### config.mk
export PLATFORM = sky130hd
export DESIGN_NAME = ptw_multilevel_arb
export DESIGN_NICKNAME = d
export VERILOG_FILES = /design/src/rtl/ptw_multilevel_arb.sv
export SDC_FILE = /design/constraint.sdc
export NUM_CORES = 1
export LEC_CHECK = 0
export ABC_CLOCK_PERIOD_IN_PS = 4700
export CAP_MARGIN = 5
export CORE_MARGIN = 2
export CORE_UTILIZATION = 45
export DETAILED_ROUTE_END_ITERATION = 8
export PLACE_DENSITY = 0.86
export REMOVE_ABC_BUFFERS = 1
export SYNTH_ARGS = -nofsm -noshare
export SYNTH_HDL_FRONTEND = slang
export SYNTH_SLANG_ARGS = --single-unit
### constraint.sdc
create_clock -name clk -period 4.7 [get_ports clk]
set_clock_uncertainty 0.1 [all_clocks]
set_input_delay 0.47 -clock clk [delete_from_list [all_inputs] [get_ports clk]]
set_output_delay 0.47 -clock clk [all_outputs]
set_load 0.01 [all_outputs]
### src/rtl/ptw_multilevel_arb.sv
// Page-table walker: round-robin arbitration of N_REQ TLB requesters onto one
// memory port, walking LEVELS-deep radix tables with superpage and fault handling.
module ptw_multilevel_arb #(
  parameter int N_REQ    = 2,
  parameter int LEVELS   = 2,
  parameter int VPN_W    = 10,
  parameter int PG_OFF_W = 12,
  localparam int LVL_W   = (LEVELS > 1) ? $clog2(LEVELS) : 1
) (
  input  logic                 clk,
  input  logic                 rst,
  input  logic [31:0]          root_base_i,
  input  logic [N_REQ-1:0]     req_valid_i,
  output logic [N_REQ-1:0]     req_ready_o,
  input  logic [32*N_REQ-1:0]  req_vaddr_i,
  output logic [N_REQ-1:0]     resp_valid_o,
  input  logic [N_REQ-1:0]     resp_ready_i,
  output logic [31:0]          resp_pte_o,
  output logic                 resp_fault_o,
  output logic [LVL_W-1:0]     resp_level_o,
  output logic                 mem_req_valid_o,
  input  logic                 mem_req_ready_i,
  output logic [31:0]          mem_addr_o,
  input  logic                 mem_resp_valid_i,
  output logic                 mem_resp_ready_o,
  input  logic [31:0]          mem_data_i,
  output logic                 busy_o
);

  localparam int PTR_W = (N_REQ > 1) ? $clog2(N_REQ) : 1;
  localparam logic [31:0] VPN_MASK = (32'h1 << VPN_W) - 32'h1;

  localparam logic [1:0] ST_IDLE  = 2'd0;
  localparam logic [1:0] ST_MREQ  = 2'd1;
  localparam logic [1:0] ST_MWAIT = 2'd2;
  localparam logic [1:0] ST_RESP  = 2'd3;

  logic [1:0]       state_q, state_d;
  logic [PTR_W-1:0] rr_q, rr_d;
  logic [PTR_W-1:0] owner_q, owner_d;
  logic [31:0]      vaddr_q, vaddr_d;
  logic [31:0]      base_q, base_d;
  logic [LVL_W-1:0] level_q, level_d;
  logic [31:0]      addr_q, addr_d;
  logic [31:0]      pte_q, pte_d;
  logic             fault_q, fault_d;

  logic [PTR_W:0]   grant_s;
  logic             grant_vld_s;
  logic [PTR_W-1:0] grant_idx_s;
  logic [31:0]      sel_vaddr_s;

  // Byte offset of the PTE selected by the VPN slice for a given level.
  function automatic logic [31:0] vpn_offset(input logic [31:0] va, input logic [LVL_W-1:0] lvl);
    int sh;
    sh = PG_OFF_W + VPN_W * (LEVELS - 1 - int'(lvl));
    return ((va >> sh) & VPN_MASK) << 2;
  endfunction

  // A leaf above the last level must have zero PPN bits below its own page size.
  function automatic logic sp_misaligned(input logic [31:0] pte, input logic [LVL_W-1:0] lvl);
    int          nbits;
    logic [31:0] mask;
    nbits = VPN_W * (LEVELS - 1 - int'(lvl));
    mask  = (32'h1 << nbits) - 32'h1;
    return ((pte >> PG_OFF_W) & mask) != 32'h0;
  endfunction

  // First valid channel at or after ptr; MSB flags that one was found.
  function automatic logic [PTR_W:0] find_grant(input logic [N_REQ-1:0] vld, input logic [PTR_W-1:0] ptr);
    logic [PTR_W:0] res;
    int idx;
    res = '0;
    for (int i = N_REQ - 1; i >= 0; i--) begin
      idx = (int'(ptr) + i) % N_REQ;
      if (vld[idx]) begin
        res = {1'b1, PTR_W'(idx)};
      end
    end
    return res;
  endfunction

  assign grant_s     = find_grant(req_valid_i, rr_q);
  assign grant_vld_s = grant_s[PTR_W];
  assign grant_idx_s = grant_s[PTR_W-1:0];
  assign sel_vaddr_s = req_vaddr_i[32*grant_idx_s +: 32];

  assign req_ready_o      = (state_q == ST_IDLE && grant_vld_s) ? (N_REQ'(1) << grant_idx_s) : '0;
  assign resp_valid_o     = (state_q == ST_RESP) ? (N_REQ'(1) << owner_q) : '0;
  assign resp_pte_o       = pte_q;
  assign resp_fault_o     = fault_q;
  assign resp_level_o     = level_q;
  assign mem_req_valid_o  = (state_q == ST_MREQ);
  assign mem_addr_o       = addr_q;
  assign mem_resp_ready_o = (state_q == ST_MWAIT);
  assign busy_o           = (state_q != ST_IDLE);

  // Walk sequencing and PTE classification.
  always_comb begin
    state_d = state_q;
    rr_d    = rr_q;
    owner_d = owner_q;
    vaddr_d = vaddr_q;
    base_d  = base_q;
    level_d = level_q;
    addr_d  = addr_q;
    pte_d   = pte_q;
    fault_d = fault_q;
    case (state_q)
      ST_IDLE: begin
        if (grant_vld_s) begin
          vaddr_d = sel_vaddr_s;
          base_d  = root_base_i;
          owner_d = grant_idx_s;
          level_d = '0;
          rr_d    = (int'(grant_idx_s) >= N_REQ - 1) ? '0 : grant_idx_s + PTR_W'(1);
          addr_d  = root_base_i + vpn_offset(sel_vaddr_s, '0);
          state_d = ST_MREQ;
        end else begin
          state_d = ST_IDLE;
        end
      end
      ST_MREQ: begin
        if (mem_req_ready_i) begin
          state_d = ST_MWAIT;
        end else begin
          state_d = ST_MREQ;
        end
      end
      ST_MWAIT: begin
        if (!mem_resp_valid_i) begin
          state_d = ST_MWAIT;
        end else if (!mem_data_i[0]) begin
          pte_d   = 32'h0;
          fault_d = 1'b1;
          state_d = ST_RESP;
        end else if (mem_data_i[3:1] != 3'b000) begin
          pte_d   = mem_data_i;
          fault_d = sp_misaligned(mem_data_i, level_q);
          state_d = ST_RESP;
        end else if (int'(level_q) >= LEVELS - 1) begin
          pte_d   = mem_data_i;
          fault_d = 1'b1;
          state_d = ST_RESP;
        end else begin
          base_d  = {mem_data_i[31:PG_OFF_W], {PG_OFF_W{1'b0}}};
          level_d = level_q + LVL_W'(1);
          addr_d  = {mem_data_i[31:PG_OFF_W], {PG_OFF_W{1'b0}}} + vpn_offset(vaddr_q, level_q + LVL_W'(1));
          state_d = ST_MREQ;
        end
      end
      ST_RESP: begin
        if (resp_ready_i[owner_q]) begin
          state_d = ST_IDLE;
        end else begin
          state_d = ST_RESP;
        end
      end
      default: begin
        state_d = ST_IDLE;
      end
    endcase
  end

  // State registers with synchronous reset.
  always_ff @(posedge clk) begin
    if (rst) begin
      state_q <= ST_IDLE;
      rr_q    <= '0;
      owner_q <= '0;
      vaddr_q <= 32'h0;
      base_q  <= 32'h0;
      level_q <= '0;
      addr_q  <= 32'h0;
      pte_q   <= 32'h0;
      fault_q <= 1'b0;
    end else begin
      state_q <= state_d;
      rr_q    <= rr_d;
      owner_q <= owner_d;
      vaddr_q <= vaddr_d;
      base_q  <= base_d;
      level_q <= level_d;
      addr_q  <= addr_d;
      pte_q   <= pte_d;
      fault_q <= fault_d;
    end
  end

endmodule

* Word-level counts from Yosys, hierarchy flattened
Index checks and enable logic that the tools add are counted.
** Storage, ports and cells
- Register bits :: 102
- Input port bits :: 136
- Output and inout bits :: 73
- Word-level logic and storage cells :: 87
** Operators by class
- $add $sub $neg :: 9
- Multipliers :: 2
- Magnitude comparators :: 5
- Equality and inequality tests :: 9
- Shifts and indexed selects :: 5
- Mux-type cells :: 38
- Bitwise logic cells :: 2
- Reduce and logical (&&, ||, !) cells :: 9
** Operators with widths (count)
- 32-bit 2-to-1 mux :: 8
- 32-bit by 12-bit adder with 32-bit output :: 2
- 32-bit one-hot mux with 2 select lines :: 1
- 64-bit by 7-bit variable part select with 32-bit output :: 1
- 20-bit by 32-bit bitwise AND with 32-bit output :: 1
- 32-bit nonzero test :: 1
- 1-bit by 32-bit << shifter with 32-bit output, first input constant :: 1
- 32-bit by 32-bit right shift with 10-bit output :: 1
- 32-bit by 1-bit subtractor with 32-bit output, second input constant :: 1
- 2-bit 2-to-1 mux :: 10
- 1-bit 2-to-1 mux :: 17
- 4-bit by 2-bit multiplier with 6-bit output, first input constant :: 2
- 5-bit by 7-bit adder with 8-bit output, first input constant :: 1
- 2-bit inequality test, second input constant :: 4
- 2-bit one-hot mux with 4 select lines :: 1
- 6-bit AND reduction :: 1
- 2-bit == test, second input constant :: 2
- 1-bit by 2-bit less-than comparator with 1-bit output, second input constant :: 2
- 2-bit nonzero test :: 2
- 1-bit by 1-bit << shifter with 2-bit output, first input constant :: 2
- 1-bit by 1-bit subtractor with 2-bit output, first input constant :: 2
- 1-bit adder, second input constant :: 3
- 2-bit by 3-bit less-than comparator with 1-bit output, second input constant :: 1
- 3-bit by 1-bit inequality test with 1-bit output, second input constant :: 1
- 10 further kinds :: 11

* Depth between registers and ports, before layout
- Depth in word-level cells :: 11
- Gate-level depth with buffers :: 13
- Mapped depth without buffers :: 12

* Worst setup path after synthesis
No wires, ideal clock.
- Kind :: input-to-reg
- From :: input req_valid_i[0]
- To :: register addr_q[15] (netlist: mem_addr_o[15])
- Setup time :: 0.095 ns
- Arrival time :: 3.136 ns
- Required time :: 4.505 ns
- Setup slack :: 1.369 ns
- Cell stages on the path :: 12
- Buffers on the path :: 2
- Cell sequence :: inv_1 -> o21ai_0 -> clkbuf_1 -> mux2_2 -> ha_1 -> a21oi_1 -> o211ai_1 -> a21oi_1 -> clkbuf_1 -> nor2_1 -> xnor2_1 -> a221oi_1
** Between the ends
- Longest elaborated chain between the ends :: 9
- Elaborated cells on any way between the ends :: 13
- Classes of those cells :: add/sub (1); eq/ne (1); shift (1); mux (9); reduce/logical (1)
** RTL lines
- start: declaration :: line 13 : input logic [N_REQ-1:0] req_valid_i,
- 1-bit 2-to-1 mux (implied by the code) (3 in a row) :: line 76 : if (vld[idx]) begin
- 2-bit 2-to-1 mux :: line 76
- 2-bit 2-to-1 mux (*) :: line 76
- 64-bit by 7-bit variable part select with 32-bit output (*) :: line 86 : assign sel_vaddr_s = req_vaddr_i[32*grant_idx_s +: 32];
- named net sel_vaddr_s[26] :: line 51 : logic [31:0] sel_vaddr_s;
- 32-bit by 12-bit adder with 32-bit output (*) :: line 117 : addr_d = root_base_i + vpn_offset(sel_vaddr_s, '0);
- 32-bit 2-to-1 mux (*) :: line 111 : if (grant_vld_s) begin
- 32-bit one-hot mux with 2 select lines (*) :: line 109 : case (state_q)
- end signal: assignment :: line 184 : addr_q <= addr_d;
- end: declaration :: line 44 : logic [31:0] addr_q, addr_d;
Mark *: on every way through the listed nets, which the timed path passes. The rest lies on a longest branch. The select of a mux whose other input is x is not followed.
A chain may end at the register's enable or synchronous reset.

* Worst setup path after layout
- From :: input req_valid_i[0]
- To :: register addr_q[26] (netlist: mem_addr_o[26])
Same word-level chain as after synthesis.

==> out/summary.md <==
### Status
* result of the run: finished, final reports clean

### CTS
* root buf cell: clkbuf_8
* setup repair bufs after CTS: 0
* clock-pin slew on the worst setup and hold paths: 0.09 ns
* clock sink count: 88
* # hold bufs at CTS: 0
* maximum count of clock buffers along a single path: 2
* clock latency at the later pin of the worst-skew pair: 0.36 ns
* number of buffers created by CTS: 9
* depth of the CTS H-tree: 3
* clock tree from TritonCTS: built
* total of cells resized after clock tree synthesis: 0

### Critical path
* Reg-to-Reg End: mem_addr_o[26]$_SDFFE_PP0P_
* kind of capture point of the worst setup path: flop
* reg2reg start: rr_q$_SDFFE_PP0P_
* CP Data Required Time: 4.89 ns
* worst setup path startpoint: req_valid_i[0]
* ordered list of cells on the worst path: clkdlybuf4s50_1 > inv_1 > o21ai_1 > buf_4 > buf_4 > mux2_2 > ha_1 > nor2b_1 > o31ai_1 > a21oi_1 > o21ai_0 > or3_1 > a31oi_1
* cell mode on critical path: buf_4
* CP startpoint kind: input pin
* worst setup path class: input pin to flop
* WP data arrival: 4.00 ns
* Buffers & Inverters on Critical Path: 4
* largest driver fanout on the critical path: 9
* worst-case register-to-register setup slack: 1.19 ns
* Stages on worst setup path: 13
* standard cell with the maximum stage delay on the critical path: a21oi_1
* worst r2r path cells: 11
* biggest cell delay along the critical path: 0.67 ns
* endpoint of the worst setup timing path: mem_addr_o[26]$_SDFFE_PP0P_
* Top Family by Delay on Critical Path: compound AO/OA/AOI/OAI gates

### STA
* Post-Route Setup TNS: 0 ns
* number of pins with negative max-slew slack in the final report: 0
* Hold WS: 0.352 ns
* slew at the pin with the worst max-slew slack: 1.11 ns
* Period minus WS final: 3.82 ns
* total count of hold-check failures in the final report: 0
* setup repair after global routing missed its margin: false
* Setup-failing EPs final: 0
* Worst Slack Setup Final: 0.882 ns
* maximum clock frequency: 0.262 GHz
* final clock period utilization by the worst path: 0.812
* worst slew slack as a fraction of its limit: 0.259

### Detailed routing
* antenna violation net count after detailed routing: 0
* Total Routed Length: 15500 um
* routed via count divided by cell count: 5.74
* detailed-routing iteration count for the pre-antenna-repair pass: 5
* total number of vias: 5140
* WL per Instance: 17.3 um
* Starting DRT DRC Count: 247
* Residual DRC: 0

### Cells and area
* Non-Filler Cell Area, Final: 6740 um^2
* Final nets: 904
* leading cell type in the layout, fill and taps excluded: clkdlybuf4s50_1
* utilization of the core after routing: 0.683
* antenna diode count: 0
* layout overhead on the synthesized area: 45.8%
* count of non-filler cells in the finished layout: 895
* share of layout cells above drive strength 1: 0.0617
* commonest cells after routing, fill and taps aside: clkdlybuf4s50_1, dfxtp_1, a21oi_1

### Yosys
* mean post-synth cell area: 7.72 um^2
* share of the synthesized area in compound gates (AO/OA/AOI/OAI): 0.212
* FF+latch count, synth: 88
* adder-cell share of the synthesized area: 0.0314
* count of yosys warnings during synthesis: 0
* simple logic cell fraction of the synthesized area: 0.244
* Cell variety after synth: 49
* proportion of synthesized chip area in sequential cells: 0.381
* post-synthesis share of cell area spent on xor and xnor gates: 0.0360
* cell count after synthesis: 598
* number of synthesized flops with an enable pin: 0
* fraction of synthesized area in multiplexers: 0.0436
* fraction of post-synthesis cell area in the top cell type by area: 0.381
* Post-synth ARST share: 0
* area of the mapped netlist: 4620 um^2
* dominant combinational cell family by area after synthesis: simple AND/OR/NAND/NOR gates
* most used flip-flop cell after synthesis: dfxtp_1
* cell taking the most area after synthesis: dfxtp_1
* most area-consuming cells after synthesis: dfxtp_1, a21oi_1, nand3_1

### Floorplan
* Die X: 105 um
* count of boundary I/O pins: 209
* num rows: 36
* Placeable Area: 9860 um^2
* height of the chip: 105 um
* starting utilization of the core area: 0.468
* DIE AREA: 11100 um^2

### GRT
* global-route wire length before repair: 24300 um
* initial antenna violation count: 0
* Overflow after GRT: 0
* GRT Total Usage: 0.271
* maximum number of pins on one net before global-route repair: 61
* via count of the first global-routing pass: 4957

### Placement
* routability congestion estimate from global placement: 0.861
* post-place instance area: 6520 um^2
* Placement Setup Slack: 0.614 ns
* number of placed cells counting well taps: 879
* Port Buffers: 184
* HPWL Detailed: 11300 um

### Worst hold path
* classification of the worst-slack hold path: flop to flop

### Power
* portion of total power attributed to combinational logic: 0.297
* clock network fraction of total power: 0.279
* Reg power frac: 0.424
* switching part of the total: 0.317
* post-layout power: 2.00 mW
* P_int: 1.36 mW
* power density of the placed cells: 296 nW/um^2
* maximum resistive drop on vdd: 187 uV
* leakage power figure: 2.33 nW
* sw power: 0.632 mW

### Run
* max cap viols: 0

how the worst min path moves through the flow:
stage | end | startpoint | cells after the start | slack [ns]
global placement | resp_pte_o[9]$_SDFFE_PP0P_ | resp_pte_o[9]$_SDFFE_PP0P_ | 2 | 0.34
finish | vaddr_q[13]$_SDFFE_PP0P_ | vaddr_q[13]$_SDFFE_PP0P_ | 2 | 0.35
floorplan | vaddr_q[13]$_SDFFE_PP0P_ | vaddr_q[13]$_SDFFE_PP0P_ | 2 | 0.32
global route | resp_pte_o[1]$_SDFFE_PP0P_ | resp_pte_o[1]$_SDFFE_PP0P_ | 2 | 0.37
detailed placement | vaddr_q[13]$_SDFFE_PP0P_ | vaddr_q[13]$_SDFFE_PP0P_ | 2 | 0.34
CTS | vaddr_q[13]$_SDFFE_PP0P_ | vaddr_q[13]$_SDFFE_PP0P_ | 2 | 0.35
synth_stat cells, types with 10 or more instances:
cell type	count
dfxtp_1	88
a22oi_1	12
inv_1	13
mux2i_1	10
clkbuf_1	39
nand2_1	68
nand3_1	52
a211oi_1	12
ha_1	10
or3_1	11
nor2_1	55
xor2_1	11
o21ai_0	23
a21oi_1	73
nor3_1	24
worst reg2reg max path, delay by kind of cell, from the launching register on:
| kind | cells | cell delay, ns |
|---|---|---|
| compound gates | 5 | 1.34 |
| simple gates | 2 | 0.58 |
| buf+inv | 2 | 0.37 |
| mux | 1 | 0.37 |
| fa+ha+maj | 1 | 0.36 |
| flops | 1 | 0.32 |
kinds of logic (layout without fill, tap and decap cells):
family	count (synthesis)	count (layout)
and+or+nand+nor	240	240
DFF	88	88
buffers and inverters	60	224
muxes	19	19
xor gates and xnor gates	19	19
AOI/OAI and AO/OA	161	161
adders and majority gates	11	11
power groups by stage:
| stage | clock network [mW] | logic (mW) | registers [mW] |
|---|---|---|---|
| 2_1_floorplan | 0 | 0.261 | 0.874 |
| 3_3_place_gp | 0 | 0.571 | 0.860 |
| 3_5_place_dp | 0 | 0.586 | 0.863 |
| 4_1_cts | 0.560 | 0.589 | 0.845 |
| 5_1_grt | 0.589 | 0.643 | 0.853 |
| 6_report | 0.557 | 0.593 | 0.846 |
per-layer routing:
metal,wire length [um],vias up,global-route usage,share of wire
met5,0,-,0,0
met1,6090,2369,0.317,0.39
li1,-,2459,-,-
met4,432,0,0.116,0.028
met2,7590,278,0.472,0.49
met3,1370,34,0.0618,0.089
flip-flops by register name, indices dropped and copies added (netlist names):
register and count:
resp_pte_o 32, resp_level_o 1, resp_fault_o 1, state_q 2, rr_q 1, vaddr_q 18, owner_q 1, mem_addr_o 32
cell type report:
class	instances	area [um^2]
clock buffer	10	138
clock inverter	6	73.8
fill	795	3130
inverter	14	52.6
multi-input combinational	450	2630
sequential	88	1760
tap	133	166
timing repair buffer	194	1910
Power figures use the tool's default switching activity.
==> edit 1 (same flow settings) <==
The parameter `LEVELS` goes from 2 to 4.
--- a/src/rtl/ptw_multilevel_arb.sv
+++ b/src/rtl/ptw_multilevel_arb.sv
@@ -3,5 +3,5 @@
 module ptw_multilevel_arb #(
   parameter int N_REQ    = 2,
-  parameter int LEVELS   = 2,
+  parameter int LEVELS   = 4,
   parameter int VPN_W    = 10,
   parameter int PG_OFF_W = 12,
Ports: changed (resized resp_level_o); port bits go from 209 to 210. The function was not compared with the original's and may differ.
==> edit 1 against the original RTL <==
  * Area after synthesis shrank 1.3%
  * Total power grew 5.0%
  * Routed wire length shrank 5.5%
  * Cell count shrank 4.9%
  * Critical path depth shrank 7
  * Design area grew 1.4%
  * Global-route usage shrank 0.82 points
  * First-iteration DRC count grew 34%
  * Worst setup slack gained 510 ps
  * Sequential cell count grew 11
  * Combinational power shrank 6.9%
  * Critical path type is now reg -> reg
  * Critical endpoint is now mem_addr_o[3]$_SDFFE_PP0P_
  * Largest cell class unchanged
==> edit 1: results (changes against the original RTL) <==
[drt]
viasPerCell = 5.73  ; was 5.74
drt_iter0_markers = 332  ; was 247
drtPass1Iterations = 7  ; was 5
drt-total-wl_um = 14600  ; was 15500 µm

[synthesis]
synth-main-ff-cell = dfxtp_1  ; unchanged
async_flop_share = 0  ; unchanged
synthTopCellsByArea = dfxtp_1 43%, nand2_1 7.2%, nor2_1 6.8%  ; was dfxtp_1 38%, a21oi_1 7.9%, nand3_1 5.6%
synthDistinctLibCells = 40  ; was 49
yosysWarningCount = 0  ; unchanged
ys_seq_area_frac = 0.435  ; was 0.381
synth_top_cells_by_count = 99 x dfxtp_1, 88 x nand2_1, 83 x nor2_1  ; was 88 x dfxtp_1, 73 x a21oi_1, 68 x nand2_1
synthCells = 539  ; was 598

[sta]
holdWs_ps = 357  ; was 352 ps
tightestPinTransition_ps = 1280  ; was 1110 ps

[cts]
cts_buffer_depth = 2  ; unchanged
hold_buffers = 0  ; unchanged
clk_latency_ps = 360  ; about the same
htreeDepth = 3  ; unchanged
clk_pin_slew_ps = 90  ; about the same
cts_resized = 0  ; unchanged
numCtsBuffers = 9  ; unchanged
root_buffer = clkbuf_8  ; unchanged
postCtsSetupBuffers = 0  ; unchanged

[grt]
grt_pass1_wl_um = 23200  ; was 24300 µm
grt_max_degree = 55  ; was 61
grt_pass1_vias = 4616  ; was 4957
antenna_found_initial = 0  ; unchanged
grt_usage = 0.263  ; was 0.271

[power]
netSwitchingFraction = 0.284  ; was 0.317
p_leak_uw = 0.00243  ; was 0.00233 µW
ir_worst_vdd_v = 0.000148  ; was 0.000187 V

[cells_and_area]
nets = 856  ; was 904
antenna_cells = 0  ; unchanged
layoutNonFillerInstCount = 851  ; was 895
drive_above_1_share = 0.0836  ; was 0.0617

[placement]
placed_area_mm2 = 0.00661  ; was 0.00652 mm²
finalWeightedCongestion = 0.811  ; was 0.861
dp_cells = 834  ; was 879
portBuffers = 201  ; was 184
dp_hpwl_um = 10600  ; was 11300 µm

[critical_path]
critical_path_peak_fanout = 19  ; was 9
r2r-end = mem_addr_o[3]$_SDFFE_PP0P_  ; was mem_addr_o[26]$_SDFFE_PP0P_
r2r_cells = 6  ; was 11
r2r_start = resp_level_o[0]$_SDFFE_PP0P_  ; was rr_q$_SDFFE_PP0P_
r2r_slack_ps = 1390  ; was 1190 ps

[status]
status = completed  ; unchanged

[worst_hold_path]
whs_path_depth = 2  ; unchanged
holdPathEnd = resp_pte_o[24]$_SDFFE_PP0P_  ; was vaddr_q[13]$_SDFFE_PP0P_
hp-class = reg -> reg  ; unchanged
hp-start = resp_pte_o[24]$_SDFFE_PP0P_  ; was vaddr_q[13]$_SDFFE_PP0P_

edit 1: cell types whose count changed in the layout (fill, tap and decap cells not counted), moves of 16 or more:
cell / delta
a222oi_1: +28
a311oi_2: +18
nor3_1: -16
clkdlybuf4s50_1: +17
a21oi_1: -25
nand2_1: +20
nor2_1: +29
edit 1: metrics by stage:
| stage | util | setup slack, ps |
|---|---|---|
| after CTS | 0.694 | 1440 |
| after global routing | 0.696 | 1200 |
| after global placement | 0.673 | 1450 |
| after detailed placement | 0.673 | 1250 |
| final | 0.696 | 1390 |
| after floorplan | - | 1630 |
edit 1: power groups by stage:
stage / Sequential [µW] / Clock, µW / Combinational [µW]
floorplan: 983 / 0 / 225
global placement: 971 / 0 / 526
detailed placement: 974 / 0 / 543
CTS: 955 / 601 / 546
global route: 964 / 635 / 593
finish: 956 / 588 / 552
edit 1: layer usage:
metal	GRT usage	up-vias	wire, µm
met3	0.0636	33	1300
li1	-	2288	-
met2	0.453	276	7050
met1	0.312	2279	5910
met4	0.109	0	376
met5	0	-	0
edit 1: final cells by class:
class	instances	area, µm²
repair buffers	211	2100
clock buffers	11	131
multi-input cells	382	2330
well taps	133	166
flip-flops and latches	99	1980
fillers	779	2990
inverters	10	37.5
clock inverters	5	77.6
edit 1: worst max path at each step:
stage                                       from                          end  slack, ps  cells after the start
detailed placement                req_valid_i[1]  mem_addr_o[13]$_SDFFE_PP0P_       1250                      7
floorplan                  state_q[1]$_SDFF_PP0_      vaddr_q[0]$_SDFFE_PP0P_       1630                      5
CTS                 resp_level_o[0]$_SDFFE_PP0P_   mem_addr_o[3]$_SDFFE_PP0P_       1440                      6
global route        resp_level_o[0]$_SDFFE_PP0P_   mem_addr_o[3]$_SDFFE_PP0P_       1200                      7
finish              resp_level_o[0]$_SDFFE_PP0P_   mem_addr_o[3]$_SDFFE_PP0P_       1390                      6
global placement                   mem_data_i[3]  mem_addr_o[14]$_SDFFE_PP0P_       1450                      7
edit 1: cell families (layout without fill, tap and decap cells):
kind of cell,count (synthesis),in the layout,synth area share
XOR/XNOR,2,2,0.00384
AND/OR/NAND/NOR,234,234,0.223
AO/OA/AOI/OAI,124,124,0.222
flip-flops,99,99,0.435
multiplexers,15,15,0.0395
buffers and inverters,58,237,0.0576
adder cells (fa/ha/maj),7,7,0.0192
edit 1: critical path: stages (launching register included):
cell and delay (ps):
dfxtp_1 780, clkinv_1 530, ha_1 800, mux4_2 570, mux2i_1 150, o221a_2 200, nor3_1 50
==> edit 2 (config.mk and constraints unchanged) <==
Made on the original files. Put one more register stage on the output `resp_fault_o`, without a reset. The value now appears one clock later. The other outputs are not delayed to match.
--- a/src/rtl/ptw_multilevel_arb.sv
+++ b/src/rtl/ptw_multilevel_arb.sv
@@ -89,5 +89,7 @@
   assign resp_valid_o     = (state_q == ST_RESP) ? (N_REQ'(1) << owner_q) : '0;
   assign resp_pte_o       = pte_q;
-  assign resp_fault_o     = fault_q;
+  always_ff @(posedge clk) begin
+    resp_fault_o <= fault_q;
+  end
   assign resp_level_o     = level_q;
   assign mem_req_valid_o  = (state_q == ST_MREQ);
Function: changed (Yosys sat finds a counterexample within 4 cycles, from zero or initial values and one cycle with rst high).
==> edit 2 against the original RTL <==
  * Area after synthesis up 5.5%
  * Cell count up 3.1%
  * Via count up 3.5%
  * Routed wire length up 4.5%
  * Worst setup slack worse by 110 ps
  * Synthesized cell count up 3.7%
  * Design area up 3.0%
  * Sequential share of layout area down 0.20 points
  * Total power up 4.0%
  * Critical path type unchanged
  * Sequential cell count up 2
==> edit 2: results (changes against the original RTL) <==
[cells_and_area]
nFlopsAndLatches = 90  ; was 88
nets = 925  ; was 904
sh_seq_area = 0.260  ; was 0.262
design_area_mm2 = 0.00694  ; was 0.00674 mm²
final-clk-cell-share = 0.0287  ; was 0.0314
num-multi-input-gates = 473  ; was 450
nFillCells = 894  ; was 795
buffer_area_frac = 0.276  ; was 0.284
inv_count = 10  ; was 14
multi_input_area_mm2 = 0.00281  ; was 0.00263 mm²
antenna_cells = 0  ; unchanged
drive_above_1_share = 0.0664  ; was 0.0617

[synthesis]
synthTopCellsByArea = dfxtp_1 37%, a21oi_1 7.4%, nand2_1 4.9%  ; was dfxtp_1 38%, a21oi_1 7.9%, nand3_1 5.6%
synthDistinctLibCells = 62  ; was 49
yosysWarningCount = 0  ; unchanged
synthAdderAreaFrac = 0.0298  ; was 0.0314
syn_area_per_cell_um2 = 7.86  ; was 7.72 µm²
muxShareOfSynthArea = 0.0413  ; was 0.0436
synth_compound_area_frac = 0.198  ; was 0.212
synth_xor_area_frac = 0.0252  ; was 0.0360
synth_top_cells_by_count = 90 x dfxtp_1, 72 x a21oi_1, 64 x nand2_1  ; was 88 x dfxtp_1, 73 x a21oi_1, 68 x nand2_1
async_flop_share = 0  ; unchanged
synthCells = 620  ; was 598
ys_seq_area_frac = 0.370  ; was 0.381

[cts]
root_buffer = clkbuf_8  ; unchanged
cts_resized = 0  ; unchanged
clk_pin_slew_ps = 90  ; about the same

[critical_path]
critical_path_peak_fanout = 12  ; was 9
crit_required_ps = 4860  ; was 4890 ps
crit_end = mem_addr_o[19]$_SDFFE_PP0P_  ; was mem_addr_o[26]$_SDFFE_PP0P_
crit_slowest_cell = a21oi_1  ; unchanged
crit_arrival_ps = 4090  ; was 4000 ps
max_stage_delay_ps = 780  ; was 670 ps
r2r_slack_ps = 1060  ; was 1190 ps

[grt]
grt_pass1_vias = 5207  ; was 4957
grt_usage = 0.273  ; was 0.271
grt_max_degree = 76  ; was 61
grt_pass1_wl_um = 25000  ; was 24300 µm

[placement]
pre_cts_ws_ps = 457  ; was 614 ps
finalWeightedCongestion = 0.867  ; was 0.861
placed_area_mm2 = 0.00674  ; was 0.00652 mm²
dp_cells = 907  ; was 879
dp_hpwl_um = 11400  ; was 11300 µm

[drt]
viasPerCell = 5.76  ; was 5.74
drt_iter0_markers = 286  ; was 247
drt-total-wl_um = 16200  ; was 15500 µm
wl_per_cell_um = 17.5  ; was 17.3 µm

[power]
ir_worst_vdd_v = 0.000155  ; was 0.000187 V
power_density_mw_per_mm2 = 299  ; was 296 mW/mm²
powerComb_uw = 656  ; was 593 µW
p_leak_uw = 0.00244  ; was 0.00233 µW
netSwitchingFraction = 0.326  ; was 0.317
clkPwrFrac = 0.261  ; was 0.279

[worst_hold_path]
hp-start = fault_q$_SDFFE_PP0P_  ; was vaddr_q[13]$_SDFFE_PP0P_
holdPathEnd = resp_fault_o$_DFF_P_  ; was vaddr_q[13]$_SDFFE_PP0P_
whs_path_depth = 0  ; was 2

[sta]
tightestPinTransition_ps = 986  ; was 1110 ps
holdWs_ps = 265  ; was 352 ps

[status]
status = completed  ; unchanged

[edit 2: changes by cell type after synthesis, moves of 7 or more]
cell and delta:
clkbuf_1 -10, nand3_1 -10, xor2_1 -11, nand3b_1 +7
nor3_1 +9, and3_1 +14
[edit 2: metal layers]
layer  routed length [µm]  GRT usage  share of wire
met2                 8110      0.486           0.50
met1                 6330      0.312           0.39
met5                    0          0              0
met4                  458      0.114          0.028
met3                 1290     0.0651          0.080
[edit 2: worst register-to-register path: cells and delay by family (launching register included)]
family                     cells  cell delay (ps)
adders and majority gates      1              290
muxes                          1              370
and+or+nand+nor                2              650
buffers and inverters          2              330
AOI/OAI and AO/OA              5             1460
DFF                            1              320
[edit 2: logic make-up after synthesis]
kind of cell    Yosys count
simple gates            277
xor+xnor                 14
fa+ha+maj                11
compound gates          152
buf+inv                  57
mux                      19
flops                    90
